<file path="src/rtl/wb_regfile.sv">
// ============================================================================
//  Module   : wb_regfile
//  Purpose  : MEM/WB pipeline register and 32x32 GPR file with two
//             combinational read ports. Optional writeback-to-read bypass
//             is compiled in with the macro WB_BYPASS_EN.
//  Revision : 1.0
// ============================================================================
`default_nettype none

module wb_regfile #(
    parameter int REG_ADDR_BUS_WIDTH = 5,
    parameter int REG_DATA_BUS_WIDTH = 32
) (
    input  logic                          clk,
    input  logic                          rst,
    input  logic                          stall_i,
    input  logic                          flush_i,
    input  logic [REG_ADDR_BUS_WIDTH-1:0] wd_i,
    input  logic                          wreg_i,
    input  logic [REG_DATA_BUS_WIDTH-1:0] wdata_i,
    input  logic                          re1_i,
    input  logic [REG_ADDR_BUS_WIDTH-1:0] raddr1_i,
    output logic [REG_DATA_BUS_WIDTH-1:0] rdata1_o,
    input  logic                          re2_i,
    input  logic [REG_ADDR_BUS_WIDTH-1:0] raddr2_i,
    output logic [REG_DATA_BUS_WIDTH-1:0] rdata2_o,
    output logic [REG_ADDR_BUS_WIDTH-1:0] wb_wd_o,
    output logic                          wb_wreg_o,
    output logic [REG_DATA_BUS_WIDTH-1:0] wb_wdata_o
);

    localparam int                          NUM_REGS     = 2 ** REG_ADDR_BUS_WIDTH;
    localparam int                          NUM_RD_PORTS = 2;
    localparam logic [REG_ADDR_BUS_WIDTH-1:0] NOP_REG_ADDR = '0;
    localparam logic [REG_DATA_BUS_WIDTH-1:0] ZERO_WORD    = '0;

    // ------------------------------------------------------------------
    // MEM/WB pipeline register
    // ------------------------------------------------------------------
    logic [REG_ADDR_BUS_WIDTH-1:0] wb_wd_q,    wb_wd_d;
    logic                          wb_wreg_q,  wb_wreg_d;
    logic [REG_DATA_BUS_WIDTH-1:0] wb_wdata_q, wb_wdata_d;

    // Flush outranks stall so a squashed instruction can never be held.
    always_comb begin
        wb_wd_d    = wb_wd_q;
        wb_wreg_d  = wb_wreg_q;
        wb_wdata_d = wb_wdata_q;
        if (flush_i) begin
            wb_wd_d    = NOP_REG_ADDR;
            wb_wreg_d  = 1'b0;
            wb_wdata_d = ZERO_WORD;
        end else if (!stall_i) begin
            wb_wd_d    = wd_i;
            wb_wreg_d  = wreg_i;
            wb_wdata_d = wdata_i;
        end
    end

    always_ff @(posedge clk or posedge rst) begin
        if (rst) begin
            wb_wd_q    <= NOP_REG_ADDR;
            wb_wreg_q  <= 1'b0;
            wb_wdata_q <= ZERO_WORD;
        end else begin
            wb_wd_q    <= wb_wd_d;
            wb_wreg_q  <= wb_wreg_d;
            wb_wdata_q <= wb_wdata_d;
        end
    end

    assign wb_wd_o    = wb_wd_q;
    assign wb_wreg_o  = wb_wreg_q;
    assign wb_wdata_o = wb_wdata_q;

    // ------------------------------------------------------------------
    // Register array; r0 is never written so it stays at its reset zero.
    // ------------------------------------------------------------------
    logic [REG_DATA_BUS_WIDTH-1:0] regs_q [NUM_REGS];
    logic                          w_commit;

    assign w_commit = wb_wreg_q && (wb_wd_q != NOP_REG_ADDR);

    always_ff @(posedge clk or posedge rst) begin
        if (rst) begin
            for (int i = 0; i < NUM_REGS; i++) begin
                regs_q[i] <= ZERO_WORD;
            end
        end else if (w_commit) begin
            regs_q[wb_wd_q] <= wb_wdata_q;
        end
    end

    // ------------------------------------------------------------------
    // Read ports
    // ------------------------------------------------------------------
    logic [NUM_RD_PORTS-1:0]                         w_re;
    logic [NUM_RD_PORTS-1:0][REG_ADDR_BUS_WIDTH-1:0] w_raddr;

    assign w_re    = {re2_i, re1_i};
    assign w_raddr = {raddr2_i, raddr1_i};

    for (genvar p = 0; p < NUM_RD_PORTS; p++) begin : g_rd_port
        logic [REG_DATA_BUS_WIDTH-1:0] rdata;

        always_comb begin
            rdata = ZERO_WORD;
            if (w_re[p] && (w_raddr[p] != NOP_REG_ADDR)) begin
`ifdef WB_BYPASS_EN
                if (w_commit && (wb_wd_q == w_raddr[p])) begin
                    rdata = wb_wdata_q;
                end else begin
                    rdata = regs_q[w_raddr[p]];
                end
`else
                rdata = regs_q[w_raddr[p]];
`endif
            end
        end
    end

    assign rdata1_o = g_rd_port[0].rdata;
    assign rdata2_o = g_rd_port[1].rdata;

endmodule

`default_nettype wire

</file>
<file path="config.mk">
export PLATFORM = sky130hd
export DESIGN_NAME = wb_regfile
export DESIGN_NICKNAME = d
export VERILOG_FILES = /design/src/rtl/wb_regfile.sv
export SDC_FILE = /design/constraint.sdc
export NUM_CORES = 2
export LEC_CHECK = 0
export ABC_AREA = 1
export CAP_MARGIN = 30
export CORE_AREA = 2 2 300 450
export CTS_CLUSTER_SIZE = 40
export DETAILED_ROUTE_END_ITERATION = 16
export DIE_AREA = 0 0 302 452
export SYNTH_ARGS = -nofsm -noshare
export SYNTH_HDL_FRONTEND = slang
export SYNTH_SLANG_ARGS = --single-unit
</file>
<file path="constraint.sdc">
create_clock -name clk -period 62.4 [get_ports clk]
set_input_delay 15.6 -clock clk [delete_from_list [all_inputs] [get_ports clk]]
set_output_delay 15.6 -clock clk [all_outputs]
set_load 0.1 [all_outputs]
</file>
**Word level (Yosys, flattened, before mapping)**

Index checks and enable logic that the tools add are counted.

- Register bits: 1062

- Multiplexer cells: 17
- Bitwise gates (word level): 3
- Reductions and logical operators: 7
- $lt $le $gt $ge: 4
- Equality and inequality tests: 1

Operators by type and width:

| cell | count |
|---|---|
| $bwmux W1024 | 1 |
| $bmux W32 S5 | 2 |
| $mux W32 | 9 |
| $demux W32 S5 | 1 |
| $ge A6 B6 Y1 const B | 3 |
| $not A5 Y6 | 3 |
| $reduce_bool A5 Y1 | 3 |
| $mux W5 | 2 |
| $lt A6 B1 Y1 const B | 1 |
| $logic_and A1 B1 Y1 | 4 |
| $mux W1 | 2 |
| $ne A2 B1 Y1 const B | 1 |

**Depth between registers and ports, before layout**

- Depth after elaboration: 6
- Depth in mapped cells: 12
- Depth with buffers taken out: 9

**Worst setup path before layout**

OpenSTA, ideal clock, no wires.

- Kind: input to output
- Start: input port raddr1_i[0]
- End: output port rdata1_o[10]
- Path buffers: 5
- Cell stages on the path: 9
- Slack: 28.750 ns
- Data arrival time: 18.050 ns
- Cells stage by stage: clkbuf_2 -> buf_2 -> buf_2 -> buf_2 -> o31ai_1 -> inv_1 -> clkbuf_1 -> nand2_1 -> nor2_1

- Word-level cells in the longest chain between the ends: 5
- Elaborated cells on any way between the ends: 7
- Classes of those cells: 4 x mux; 1 x bitwise; 2 x reduce/logical

RTL lines:

| element | RTL line | source |
|---|---|---|
| start, declared | 22 | `input logic [REG_ADDR_BUS_WIDTH-1:0] raddr1_i,` |
| $not A5 Y6 (not written as such) | 116 | `rdata = regs_q[w_raddr[p]];` |
| $bmux W32 S5 | 116 |  |
| $mux W32 (not written as such) (2 in series) | 116 |  |
| $mux W32 (*) | 108 | `if (w_re[p] && (w_raddr[p] != NOP_REG_ADDR)) begin` |
| end, declared | 23 | `output logic [REG_DATA_BUS_WIDTH-1:0] rdata1_o,` |

Mark *: on every way between the ends. The rest lies on a longest branch, timed or not. The select of a mux whose other input is x is not followed.

**Final worst setup path**

- Start: input port raddr2_i[2]
- End: output port rdata2_o[12]

- Word-level cells in the longest chain between the ends: 5
- Elaborated cells on any way between the ends: 7
- Classes of those cells: 4 x mux; 1 x bitwise; 2 x reduce/logical

RTL lines:

| element | RTL line | source |
|---|---|---|
| start, declared | 25 | `input logic [REG_ADDR_BUS_WIDTH-1:0] raddr2_i,` |
| $not A5 Y6 (not written as such) | 116 |  |
| $bmux W32 S5 | 116 |  |
| $mux W32 (not written as such) (2 in series) | 116 |  |
| $mux W32 (*) | 108 |  |
| end, declared | 26 | `output logic [REG_DATA_BUS_WIDTH-1:0] rdata2_o,` |

Marked as above.

==> results.py <==
metrics = {
    "synthesis": {
        "synth-adder-area-share_pct": 0,
        "mappedNetlistArea_sq_um": 59400,
        "yosys_most_used_dff": "sky130_fd_sc_hd__dfrtp_1",
        "synth_nets": 8899,
        "yosys-top-cells-area": "sky130_fd_sc_hd__dfrtp_1, sky130_fd_sc_hd__nand2_1, sky130_fd_sc_hd__o21ai_0",
        "synth_cell_types": 22,
        "synth-xor-area-share_pct": 0,
        "synth.cells.most_frequent": "sky130_fd_sc_hd__nand2_1, sky130_fd_sc_hd__o21ai_0, sky130_fd_sc_hd__dfrtp_1, sky130_fd_sc_hd__nand3_1, sky130_fd_sc_hd__inv_1",
        "synth_simple_gate_area_share_pct": 32.2,
        "post-synth-top-area-cell": "sky130_fd_sc_hd__dfrtp_1",
        "main_combinational_cell_family_by_area_after_synthesis": "simple AND/OR/NAND/NOR gates",
        "synth-compound-area-share_pct": 13.8,
        "yosys.area.top_type_share_pct": 44.7,
        "synth_sequential_area_ratio_pct": 44.7,
        "ys_ff_latch": 1062,
        "post_synth_inst_count": 8845,
        "yosysWarningCount": 0,
        "synthMuxAreaShare_pct": 0,
        "synthMostInstantiatedCell": "sky130_fd_sc_hd__nand2_1",
        "synth-async-reset-ratio_pct": 100,
        "syn_avg_cell_area_sq_um": 6.72,
        "synth-edff-count": 0,
    },
    "cts": {
        "clock_sink_count": 1062,
        "ctsHoldBuffers": 0,
        "clk_transition_reported_paths_ns": 0.06,
        "ctsResizeCount": 0,
        "clk_latency_ns": 0.77,
        "post_cts_buffers": 0,
        "clockRootBuffer": "sky130_fd_sc_hd__clkbuf_16",
        "htree_levels": 3,
        "clk_path_buf_depth": 3,
        "cts_buf_count": 107,
        "tritoncts": "yes",
    },
    "grt": {
        "first_global_vias": 56300,
        "grt_overflow": 0,
        "grtUsageTotal_pct": 36.9,
        "grt_first_pass_wirelength_mm": 373,
        "antenna_found_initial": 10,
        "grt_max_degree": 207,
    },
    "sta": {
        "min_period_ns": 36.24,
        "timing.final.max_slew_violations": 0,
        "slew_headroom_pct": 25.0,
        "max_clock_freq_mhz": 27.6,
        "fin_setup_tns_ns": 0,
        "postLayoutSetupSlackWorst_ns": 26.16,
        "unrepaired_setup_endpoints_after_global_routing": "false",
        "post-route-period-util_pct": 58.1,
        "finalSetupViolCount": 0,
        "worst_pin_slew_ns": 1.13,
        "skew_ns": 0.0315,
        "timing_hold_violations_final": 0,
    },
    "routing": {
        "antenna_left": 0,
        "number_of_detailed_route_iterations_in_the_first_pass": 7,
        "via_per_inst": 5.79,
        "drt-wirelength-per-cell_um": 24.4,
        "postRouteWirelength_mm": 253,
        "initialDrtViolationCount": 7070,
        "drcViolationCount": 0,
        "route.vias.total": 60100,
    },
    "setup_path": {
        "cp_slowest_stage_delay_ns": 1.27,
        "critical_path.top_delay_family": "buffers and inverters",
        "worst_setup_path_start_kind": "input pin",
        "crit_path_required_time_ns": 46.80,
        "worstPathMaxFanout": 32,
        "cp_num_buf_inv": 6,
        "crit_path_top_delay_cell": "sky130_fd_sc_hd__clkdlybuf4s50_1",
        "crit_path_cell_trace": "buf_4, clkinv_2, buf_4, nand2_1, nor2_4, buf_4, inv_1, a21oi_1, nor2_1, nand2_1, nor2_1, nor2_1, clkdlybuf4s50_1",
        "critPathArrivalTime_ns": 20.64,
        "crit_path_end_kind": "output port",
        "worstSetupPathType": "in -> out",
    },
    "power_and_ir_drop": {
        "power.leakage_nw": 30.6,
        "vdd_drop_max_mv": 0.0214,
        "power_density_nw_per_um2": 25.4,
    },
    "worst_hold_path": {
        "min_path_type": "reg -> reg",
    },
    "layout": {
        "fraction_of_final_layout_cells_with_drive_strength_greater_than_1_pct": 4.71,
        "final_cells": 10400,
        "fin_nets": 8607,
        "syn_to_final_growth_pct": 11.2,
    },
    "place": {
        "preCtsSetupSlack_ns": 26.33,
        "place.port_buffers": 155,
        "gpl.final_weighted_congestion": 0.892,
        "post-dp-hpwl_mm": 144,
        "place_inst": 10200,
    },
    "floorplanning": {
        "design.die.area_sq_um": 137000,
        "die_w_um": 302,
        "floorplan.rows": 164,
        "initial_core_util_pct": 44.7,
        "top_level_ports": 156,
        "die_y_um": 452,
        "core-area_sq_um": 133000,
    },
    "outcome": {
        "run_status": "finished clean",
    },
    "flow_run": {
        "drv_cap": 0,
    },
}
-- through the flow --
stage	hold slack, ns	cell area, sq um	util, %	power [mW]
3_5_place_dp	0.366	62300	46.9	0.994
2_1_floorplan	0.429	59400	-	0.904
4_1_cts	0.380	65900	49.6	1.68
5_1_grt	0.383	66000	49.7	1.73
6_report	0.377	66000	49.7	1.68
3_3_place_gp	0.365	61500	46.3	0.985
-- layout make-up --
cell class | instances | area [sq um]
antenna | 4 | 10.0
clock buffer | 139 | 2970
clock inverter | 50 | 659
fill | 13200 | 66700
inverter | 728 | 2780
multi-input combinational | 6348 | 27500
sequential | 1062 | 26600
tap | 1743 | 2180
timing repair buffer | 306 | 3400
-- layout by cell type, fill, tap and decap left out, drive strengths merged, types with 2 or more instances in the layout --
cell	synthesis	layout
clkdlybuf4s50	0	131
nand2	3033	3033
inv	727	729
bufinv	0	13
o21ai	1465	1465
a21oi	99	99
nor3	11	11
dfrtp	1062	1062
o31ai	2	2
nor2	708	708
clkbuf	533	140
clkinv	1	28
buf	174	174
clkinvlp	0	8
nand3	983	983
diode	0	4
o211ai	46	46
-- sequential cells by signal, indices dropped and copies added, names as in the netlist --
register	flops
regs_q	1024
wb_wdata_o	32
wb_wreg_o	1
wb_wd_o	5
-- final timing paths --
| path | startpoint | to | slack [ns] | depth (start not counted) |
|---|---|---|---|---|
| min | regs_q[1017] | regs_q[1017] | 0.38 | 0 |
| min in group asynchronous | rst | regs_q[101] | 15.37 | 2 |
| max in group asynchronous | rst | regs_q[725] | 42.98 | 8 |
| min reg2reg | regs_q[1017] | regs_q[1017] | 0.38 | 0 |
| max reg2reg | wb_wd_o[2] | regs_q[20] | 59.43 | 6 |
| max | raddr2_i[2] | rdata2_o[12] | 26.16 | 13 |
-- power by group --
part	leakage [nW]	switching, mW	internal [mW]
logic	14.1	0.191	0.0646
registers	14.7	0.0196	0.712
clock network	1.77	0.299	0.389
-- layer usage --
metal | wire length, um | track usage (%) | vias to the layer above
met2 | 115000 | 58.2 | 3313
met4 | 19400 | 25.6 | 6
met1 | 94400 | 45.4 | 28500
li1 | - | - | 27400
met5 | 37 | 0 | -
met3 | 24200 | 7.18 | 913
-- cells by family after synthesis --
family | after synthesis
AO/OA/AOI/OAI | 1612
AND/OR/NAND/NOR | 4736
flip-flops | 1062
buffers and inverters | 1435
Power figures use the tool's default switching activity.
